[src/rtl/regfile_ctrl_pkg.sv]
// Shared types and encodings for the register-file controller.
package rm_pkg;

    typedef enum logic [2:0] {
        S_WAIT   = 3'd0,
        S_DECODE = 3'd1,
        S_GET_A  = 3'd2,
        S_GET_B  = 3'd3,
        S_EXEC   = 3'd4,
        S_WR_IMM = 3'd5,
        S_WR_REG = 3'd6
    } ctrl_state_t;

    localparam logic [2:0] OPC_MOV    = 3'b110;
    localparam logic [2:0] OPC_ALU    = 3'b101;
    localparam logic [1:0] OP_MOV_IMM = 2'b10;
    localparam logic [1:0] OP_MOV_REG = 2'b00;

    localparam logic [1:0] ALU_ADD = 2'b00;
    localparam logic [1:0] ALU_CMP = 2'b01;
    localparam logic [1:0] ALU_AND = 2'b10;
    localparam logic [1:0] ALU_MVN = 2'b11;

    localparam logic [1:0] VSEL_C    = 2'b00;
    localparam logic [1:0] VSEL_IMM8 = 2'b10;

endpackage

[src/rtl/regfile_ctrl_if.sv]
// Instruction handshake plus register-file / datapath control bundle.
interface regfile_ctrl_if #(parameter int DATA_W = 16);
    logic              s;
    logic [DATA_W-1:0] in;
    logic              w;
    logic [2:0]        readnum;
    logic [2:0]        writenum;
    logic              write;
    logic              loada;
    logic              loadb;
    logic              loadc;
    logic              loads;
    logic              asel;
    logic              bsel;
    logic [1:0]        vsel;
    logic [1:0]        shift;
    logic [1:0]        ALUop;
    logic [DATA_W-1:0] sximm8;
    logic [DATA_W-1:0] sximm5;

    modport master (
        output s, in,
        input  w, readnum, writenum, write, loada, loadb, loadc, loads,
               asel, bsel, vsel, shift, ALUop, sximm8, sximm5
    );

    modport slave (
        input  s, in,
        output w, readnum, writenum, write, loada, loadb, loadc, loads,
               asel, bsel, vsel, shift, ALUop, sximm8, sximm5
    );
endinterface

[src/rtl/regfile_ctrl_instr_dec.sv]
// Combinational IR field extraction and immediate sign extension.
module instr_dec #(
    parameter int DATA_W = 16
) (
    input  logic [DATA_W-1:0] ir_i,
    output logic [2:0]        opcode_o,
    output logic [1:0]        op_o,
    output logic [2:0]        rn_o,
    output logic [2:0]        rd_o,
    output logic [1:0]        sh_o,
    output logic [2:0]        rm_o,
    output logic [DATA_W-1:0] sximm8_o,
    output logic [DATA_W-1:0] sximm5_o
);
    assign opcode_o = ir_i[15:13];
    assign op_o     = ir_i[12:11];
    assign rn_o     = ir_i[10:8];
    assign rd_o     = ir_i[7:5];
    assign sh_o     = ir_i[4:3];
    assign rm_o     = ir_i[2:0];
    assign sximm8_o = {{(DATA_W-8){ir_i[7]}}, ir_i[7:0]};
    assign sximm5_o = {{(DATA_W-5){ir_i[4]}}, ir_i[4:0]};
endmodule

[src/rtl/regfile_ctrl.sv]
// Multicycle Moore controller sequencing one instruction through the register file.
module regfile_ctrl
    import rm_pkg::*;
#(
    parameter int DATA_W = 16
) (
    input  logic          clk,
    input  logic          reset,
    regfile_ctrl_if.slave bus
);
    ctrl_state_t       state_q, state_d;
    logic [DATA_W-1:0] ir_q;

    logic [2:0]        opcode, rn, rd, rm;
    logic [1:0]        op, sh;
    logic [DATA_W-1:0] sximm8, sximm5;

    instr_dec #(.DATA_W(DATA_W)) u_dec (
        .ir_i     (ir_q),
        .opcode_o (opcode),
        .op_o     (op),
        .rn_o     (rn),
        .rd_o     (rd),
        .sh_o     (sh),
        .rm_o     (rm),
        .sximm8_o (sximm8),
        .sximm5_o (sximm5)
    );

    logic is_mov_imm, is_mov_reg, is_alu, is_cmp, is_mvn;
    assign is_mov_imm = (opcode == OPC_MOV) && (op == OP_MOV_IMM);
    assign is_mov_reg = (opcode == OPC_MOV) && (op == OP_MOV_REG);
    assign is_alu     = (opcode == OPC_ALU);
    assign is_cmp     = is_alu && (op == ALU_CMP);
    assign is_mvn     = is_alu && (op == ALU_MVN);

    always_ff @(posedge clk) begin
        if (reset) begin
            state_q <= S_WAIT;
            ir_q    <= '0;
        end else begin
            state_q <= state_d;
            if (state_q == S_WAIT && bus.s)
                ir_q <= bus.in;
        end
    end

    always_comb begin
        state_d = state_q;
        case (state_q)
            S_WAIT:   if (bus.s) state_d = S_DECODE;
            S_DECODE: begin
                if (is_mov_imm)                state_d = S_WR_IMM;
                else if (is_mov_reg || is_mvn) state_d = S_GET_B;
                else if (is_alu)               state_d = S_GET_A;
                else                           state_d = S_WAIT;
            end
            S_GET_A:  state_d = S_GET_B;
            S_GET_B:  state_d = S_EXEC;
            S_EXEC:   state_d = is_cmp ? S_WAIT : S_WR_REG;
            S_WR_IMM: state_d = S_WAIT;
            S_WR_REG: state_d = S_WAIT;
            default:  state_d = S_WAIT;
        endcase
    end

    always_comb begin
        bus.w        = 1'b0;
        bus.readnum  = 3'd0;
        bus.writenum = 3'd0;
        bus.write    = 1'b0;
        bus.loada    = 1'b0;
        bus.loadb    = 1'b0;
        bus.loadc    = 1'b0;
        bus.loads    = 1'b0;
        bus.asel     = 1'b0;
        bus.bsel     = 1'b0;
        bus.vsel     = VSEL_C;
        case (state_q)
            S_WAIT:   bus.w = 1'b1;
            S_GET_A:  begin bus.readnum = rn; bus.loada = 1'b1; end
            S_GET_B:  begin bus.readnum = rm; bus.loadb = 1'b1; end
            S_EXEC:   begin
                // MOV reg and MVN are single-operand: A is forced to zero
                bus.asel  = is_mov_reg || is_mvn;
                bus.loadc = !is_cmp;
                bus.loads = is_cmp;
            end
            S_WR_IMM: begin bus.writenum = rn; bus.vsel = VSEL_IMM8; bus.write = 1'b1; end
            S_WR_REG: begin bus.writenum = rd; bus.vsel = VSEL_C;    bus.write = 1'b1; end
            default:  ;
        endcase
    end

    assign bus.shift  = sh;
    assign bus.ALUop  = op;
    assign bus.sximm8 = sximm8;
    assign bus.sximm5 = sximm5;
endmodule

[src/flat_wrapper.sv]
// flat-port wrapper written by rule: the top's interface ports become plain ports
module regfile_ctrl_flat import rm_pkg::*;
#(
    parameter int DATA_W = 16
)
  (clk, reset, bus_s, bus_in, bus_w, bus_readnum, bus_writenum, bus_write, bus_loada, bus_loadb, bus_loadc, bus_loads, bus_asel, bus_bsel, bus_vsel, bus_shift, bus_ALUop, bus_sximm8, bus_sximm5);
  regfile_ctrl_if #(.DATA_W(DATA_W)) bus_i ();
  input  logic clk;
  input  logic reset;
  input wire logic [$bits(bus_i.s)-1:0] bus_s;
  input wire logic [$bits(bus_i.in)-1:0] bus_in;
  output wire logic [$bits(bus_i.w)-1:0] bus_w;
  output wire logic [$bits(bus_i.readnum)-1:0] bus_readnum;
  output wire logic [$bits(bus_i.writenum)-1:0] bus_writenum;
  output wire logic [$bits(bus_i.write)-1:0] bus_write;
  output wire logic [$bits(bus_i.loada)-1:0] bus_loada;
  output wire logic [$bits(bus_i.loadb)-1:0] bus_loadb;
  output wire logic [$bits(bus_i.loadc)-1:0] bus_loadc;
  output wire logic [$bits(bus_i.loads)-1:0] bus_loads;
  output wire logic [$bits(bus_i.asel)-1:0] bus_asel;
  output wire logic [$bits(bus_i.bsel)-1:0] bus_bsel;
  output wire logic [$bits(bus_i.vsel)-1:0] bus_vsel;
  output wire logic [$bits(bus_i.shift)-1:0] bus_shift;
  output wire logic [$bits(bus_i.ALUop)-1:0] bus_ALUop;
  output wire logic [$bits(bus_i.sximm8)-1:0] bus_sximm8;
  output wire logic [$bits(bus_i.sximm5)-1:0] bus_sximm5;
  assign bus_i.s = bus_s;
  assign bus_i.in = bus_in;
  assign bus_w = bus_i.w;
  assign bus_readnum = bus_i.readnum;
  assign bus_writenum = bus_i.writenum;
  assign bus_write = bus_i.write;
  assign bus_loada = bus_i.loada;
  assign bus_loadb = bus_i.loadb;
  assign bus_loadc = bus_i.loadc;
  assign bus_loads = bus_i.loads;
  assign bus_asel = bus_i.asel;
  assign bus_bsel = bus_i.bsel;
  assign bus_vsel = bus_i.vsel;
  assign bus_shift = bus_i.shift;
  assign bus_ALUop = bus_i.ALUop;
  assign bus_sximm8 = bus_i.sximm8;
  assign bus_sximm5 = bus_i.sximm5;
  regfile_ctrl #(.DATA_W(DATA_W)) u_core (.clk(clk), .reset(reset), .bus(bus_i));
endmodule
[config.mk]
export PLATFORM = sky130hd
export DESIGN_NAME = regfile_ctrl_flat
export DESIGN_NICKNAME = d
export VERILOG_FILES = /design/src/rtl/regfile_ctrl_pkg.sv /design/src/rtl/regfile_ctrl_if.sv /design/src/rtl/regfile_ctrl_instr_dec.sv /design/src/rtl/regfile_ctrl.sv /design/src/flat_wrapper.sv
export SDC_FILE = /design/constraint.sdc
export NUM_CORES = 1
export LEC_CHECK = 0
export ABC_CLOCK_PERIOD_IN_PS = 2600
export BUFFER_PORTS_ARGS = -buffer_cell sky130_fd_sc_hd__buf_2
export CORE_MARGIN = 1.5
export CORE_UTILIZATION = 25
export CTS_BUF_LIST = sky130_fd_sc_hd__clkbuf_4 sky130_fd_sc_hd__clkbuf_8
export DETAILED_ROUTE_END_ITERATION = 10
export GPL_ROUTABILITY_DRIVEN = 1
export PLACE_DENSITY = 0.5
export SETUP_SLACK_MARGIN = 0.02
export SYNTH_ARGS = -nofsm -noshare
export SYNTH_HDL_FRONTEND = slang
export SYNTH_HIERARCHICAL = 1
export SYNTH_SLANG_ARGS = --single-unit
[constraint.sdc]
create_clock -name clk -period 2.6 [get_ports clk]
set_clock_uncertainty 0.1 [all_clocks]
set_input_delay 0.13 -clock clk [delete_from_list [all_inputs] [get_ports clk]]
set_output_delay 0.13 -clock clk [all_outputs]
set_load 0.01 [all_outputs]
==> metrics.txt <==
# TYPE chip_impl_metric gauge
chip_impl_metric{name="post_route_cells_drive_above_1_share",unit="%"} 37.4
chip_impl_metric{name="yosysTopAreaCellShare",unit="%"} 28.4
chip_impl_metric{name="route.vias.total",unit=""} 1095
chip_impl_metric{name="area_delta_synth_final",unit="%"} 10.9
chip_impl_metric{name="drtIter0Drc",unit=""} 55
chip_impl_info{name="endpoint_kind",value="output pin"} 1
chip_impl_metric{name="dr.pass1.iters",unit=""} 4
chip_impl_info{name="status",value="finished, final reports clean"} 1
chip_impl_info{name="layout_common_cells",value="sky130_fd_sc_hd__buf_2, sky130_fd_sc_hd__nand2_1, sky130_fd_sc_hd__a21oi_1, sky130_fd_sc_hd__dfxtp_1, sky130_fd_sc_hd__dlygate4sd3_1"} 1
chip_impl_metric{name="routed_wl",unit="mm"} 2.96
chip_impl_metric{name="inserted_diodes",unit=""} 0
chip_impl_metric{name="slew_headroom",unit="%"} 57.0
chip_impl_metric{name="timing_limited_maximum_frequency",unit="GHz"} 0.501
chip_impl_metric{name="port_buffers",unit=""} 68
chip_impl_metric{name="clock_tree.htree_level_count",unit=""} 1
chip_impl_info{name="critPathLaunch",value="u_core/state_q[0]"} 1
chip_impl_metric{name="worst_path_arrival",unit="ns"} 1.77
chip_impl_metric{name="syn-cell-area",unit="um2"} 1340
chip_impl_metric{name="die_area",unit="um2"} 5810
chip_impl_metric{name="irDropWorstVdd",unit="mV"} 0.188
chip_impl_metric{name="area.sequential",unit="um2"} 380
chip_impl_info{name="cts_tree",value="yes"} 1
chip_impl_metric{name="fin_cells",unit=""} 268
chip_impl_metric{name="fp.coreArea",unit="um2"} 5140
chip_impl_metric{name="vias_in_the_first_global_route",unit=""} 996
chip_impl_metric{name="die_x",unit="um"} 76.2
chip_impl_metric{name="fin_nets",unit=""} 218
chip_impl_metric{name="worst-slew-pin-transition",unit="ns"} 0.637
chip_impl_metric{name="postSynthCellCount",unit=""} 174
chip_impl_metric{name="maxSlewViolCount",unit=""} 0
chip_impl_metric{name="worstPathRequired",unit="ns"} 2.37
chip_impl_metric{name="antenna_found_initial",unit=""} 0
chip_impl_info{name="cts.root.buffer_cell",value="sky130_fd_sc_hd__clkbuf_8"} 1
chip_impl_metric{name="top_level_ports",unit=""} 71
chip_impl_metric{name="synth-seq-area-share",unit="%"} 28.4
chip_impl_metric{name="grt_start_max_net_pins",unit=""} 19
chip_impl_metric{name="row_count",unit=""} 26
chip_impl_info{name="ys_top_cells_by_area",value="sky130_fd_sc_hd__dfxtp_1, sky130_fd_sc_hd__buf_4, sky130_fd_sc_hd__nand2_1, sky130_fd_sc_hd__a21oi_1, sky130_fd_sc_hd__nor2b_1"} 1
chip_impl_metric{name="number_of_fill_cells_in_the_layout",unit=""} 630
chip_impl_metric{name="tritoncts_num_sinks",unit=""} 19
chip_impl_metric{name="hold_ws",unit="ns"} 0.00610
chip_impl_metric{name="finalHoldViolations",unit=""} 0
chip_impl_metric{name="die_y",unit="um"} 76.2
chip_impl_metric{name="r2r.worst_path.cells",unit=""} 3
chip_impl_metric{name="totalNegativeSetupSlack",unit="ns"} 0
chip_impl_metric{name="cts_buffer_depth",unit=""} 2
chip_impl_metric{name="design_area",unit="um2"} 1490
chip_impl_metric{name="setup_viol",unit=""} 0
chip_impl_metric{name="grt_remaining_overflow",unit=""} 0
chip_impl_info{name="timing.hold.worst.class",value="primary input to flip-flop"} 1
chip_impl_metric{name="power.density",unit="nW/um2"} 454
chip_impl_metric{name="worstPathMaxFanout",unit=""} 17
chip_impl_metric{name="post-route-min-period",unit="ns"} 2.00
chip_impl_metric{name="layout_worst_path_cycle_share",unit="%"} 76.8
chip_impl_info{name="crit-reg2reg-launch",value="u_core/state_q[0]"} 1
chip_impl_metric{name="ant_nets",unit=""} 0
chip_impl_metric{name="ctsResizeCount",unit=""} 0
chip_impl_info{name="synth_top_area_cell",value="sky130_fd_sc_hd__dfxtp_1"} 1
chip_impl_metric{name="gp_routability_congestion",unit=""} 0.706
chip_impl_metric{name="clk-insertion-delay-late",unit="ns"} 0.26
chip_impl_info{name="critical_path.startpoint_type",value="flip-flop"} 1
chip_impl_metric{name="gr-usage-all-layers",unit="%"} 10.0
chip_impl_metric{name="holdPathStages",unit=""} 3
chip_impl_metric{name="placed_cells",unit=""} 256
chip_impl_info{name="min_delay_worst_endpoint",value="u_core/ir_q[0]"} 1
chip_impl_metric{name="wl_per_cell",unit="um"} 11.0
chip_impl_metric{name="drt-vias-per-instance",unit=""} 4.09
chip_impl_metric{name="dpl_cell_area",unit="um2"} 1360
chip_impl_metric{name="route.detailed.drc",unit=""} 0
chip_impl_metric{name="area_occupied_by_multi_input_gates",unit="um2"} 538
chip_impl_metric{name="timing.reg2reg.setup_slack",unit="ns"} 0.76
chip_impl_metric{name="cts_inserted_buffers",unit=""} 3
chip_impl_info{name="setup_repair_after_global_routing_missed_its_margin",value="no"} 1
chip_impl_metric{name="cellLeakagePower",unit="nW"} 0.724
chip_impl_metric{name="place_hpwl",unit="mm"} 2.22
chip_impl_info{name="layout.cells.most_common",value="sky130_fd_sc_hd__buf_2"} 1
chip_impl_metric{name="clk_transition_reported_paths",unit="ns"} 0.07
chip_impl_metric{name="yosys.cell_types.count",unit=""} 33
chip_impl_info{name="worst-setup-path-type",value="flip-flop to output pin"} 1
chip_impl_info{name="reg2reg_to",value="u_core/ir_q[15]"} 1
chip_impl_metric{name="number_of_warnings_printed_during_yosys_synthesis",unit=""} 6
chip_impl_metric{name="grt_pass1_wl",unit="mm"} 4.68
chip_impl_metric{name="drv.max_cap_violation_count",unit=""} 0
chip_impl_metric{name="initial_core_util",unit="%"} 26.1
chip_impl_metric{name="average_cell_area_after_synthesis",unit="um2"} 7.71
chip_impl_metric{name="yosys_register_bits",unit=""} 19
chip_impl_info{name="hold_start",value="bus_in[0]"} 1
-- cell usage after synthesis (all sizes together) --
| master | n |
|---|---|
| nand2b | 1 |
| inv | 2 |
| mux2i | 3 |
| nand2 | 33 |
| o21a | 1 |
| a21oi | 19 |
| nor4b | 2 |
| clkbuf | 2 |
| buf | 56 |
| nor4bb | 1 |
| nor2b | 7 |
| o311ai | 1 |
| nor3b | 2 |
| o32ai | 1 |
| a22oi | 3 |
| dfxtp | 19 |
| nor2 | 5 |
| or4b | 1 |
| and2 | 1 |
| nand3b | 2 |
| nor4 | 1 |
| conb | 1 |
| or4 | 1 |
| and3b | 1 |
| nor3 | 3 |
| o21ai | 2 |
| and4b | 2 |
| a2111oi | 1 |
-- cell families after synthesis --
family / after synthesis / share of synthesized area, %
mux: 3 / 2.24
flops: 19 / 28.4
buf+inv: 60 / 31.8
other cells: 1 / 0.280
compound gates: 28 / 12.0
simple gates: 63 / 25.3
-- cell type report --
type | count | area share (%)
sequential | 19 | 25.6
clock inverter | 1 | 0.336
clock buffer | 3 | 2.78
timing repair buffer | 77 | 28.8
inverter | 2 | 0.505
multi-input combinational | 96 | 36.2
tap | 70 | 5.89
-- worst max path at each step --
stage / to / slack, ns / depth (start not counted)
5_1_grt: bus_writenum[0] / 0.44 / 4
2_1_floorplan: u_core/ir_q[4] / 1.10 / 5
3_5_place_dp: u_core/ir_q[15] / 0.75 / 3
4_1_cts: bus_writenum[0] / 0.60 / 4
3_3_place_gp: u_core/ir_q[15] / 0.78 / 3
6_report: bus_writenum[0] / 0.60 / 4
-- sequential cells by signal (all words and copies together) (netlist names) --
register,flops
u_core/state_q,3
u_core/ir_q,16
-- stage by stage --
stage	setup WS (ns)	utilization, %	power [mW]
after global placement	0.776	26.5	0.464
after detailed placement	0.745	26.5	0.466
final	0.602	28.9	0.675
after floorplan	1.10	-	0.469
after global routing	0.438	28.9	0.714
after CTS	0.598	28.9	0.689
-- what timing repair did --
item,CTS,global route
hold buffers,8,0
endpoints found under the hold margin,8,0
setup buffers,0,0
-- critical path, stage by stage, from the launching register on --
cell	delay (ns)
sky130_fd_sc_hd__dfxtp_1	0.72
sky130_fd_sc_hd__nor2b_1	0.37
sky130_fd_sc_hd__a22oi_1	0.14
sky130_fd_sc_hd__nor2b_1	0.14
sky130_fd_sc_hd__buf_2	0.14
-- layer usage --
| layer | global-route usage [%] | up-vias | part of all wire [%] | wire length (um) |
|---|---|---|---|---|
| li1 | - | 574 | - | - |
| met1 | 12.6 | 485 | 46 | 1360 |
| met2 | 16.9 | 32 | 48 | 1410 |
| met3 | 2.16 | 4 | 5.0 | 147 |
| met4 | 3.33 | 0 | 1.3 | 37 |
| met5 | 0 | - | 0 | 0 |
-- report_power, final --
| group | total [mW] | switching (mW) | internal (mW) | leakage [nW] |
|---|---|---|---|---|
| Clock | 0.210 | 0.103 | 0.107 | 0.0255 |
| Sequential | 0.332 | 0.0248 | 0.308 | 0.156 |
| Combinational | 0.133 | 0.0691 | 0.0639 | 0.543 |
| Total | 0.675 | 0.197 | 0.478 | 0.724 |
Note: power is estimated with default switching activity, not from simulation.
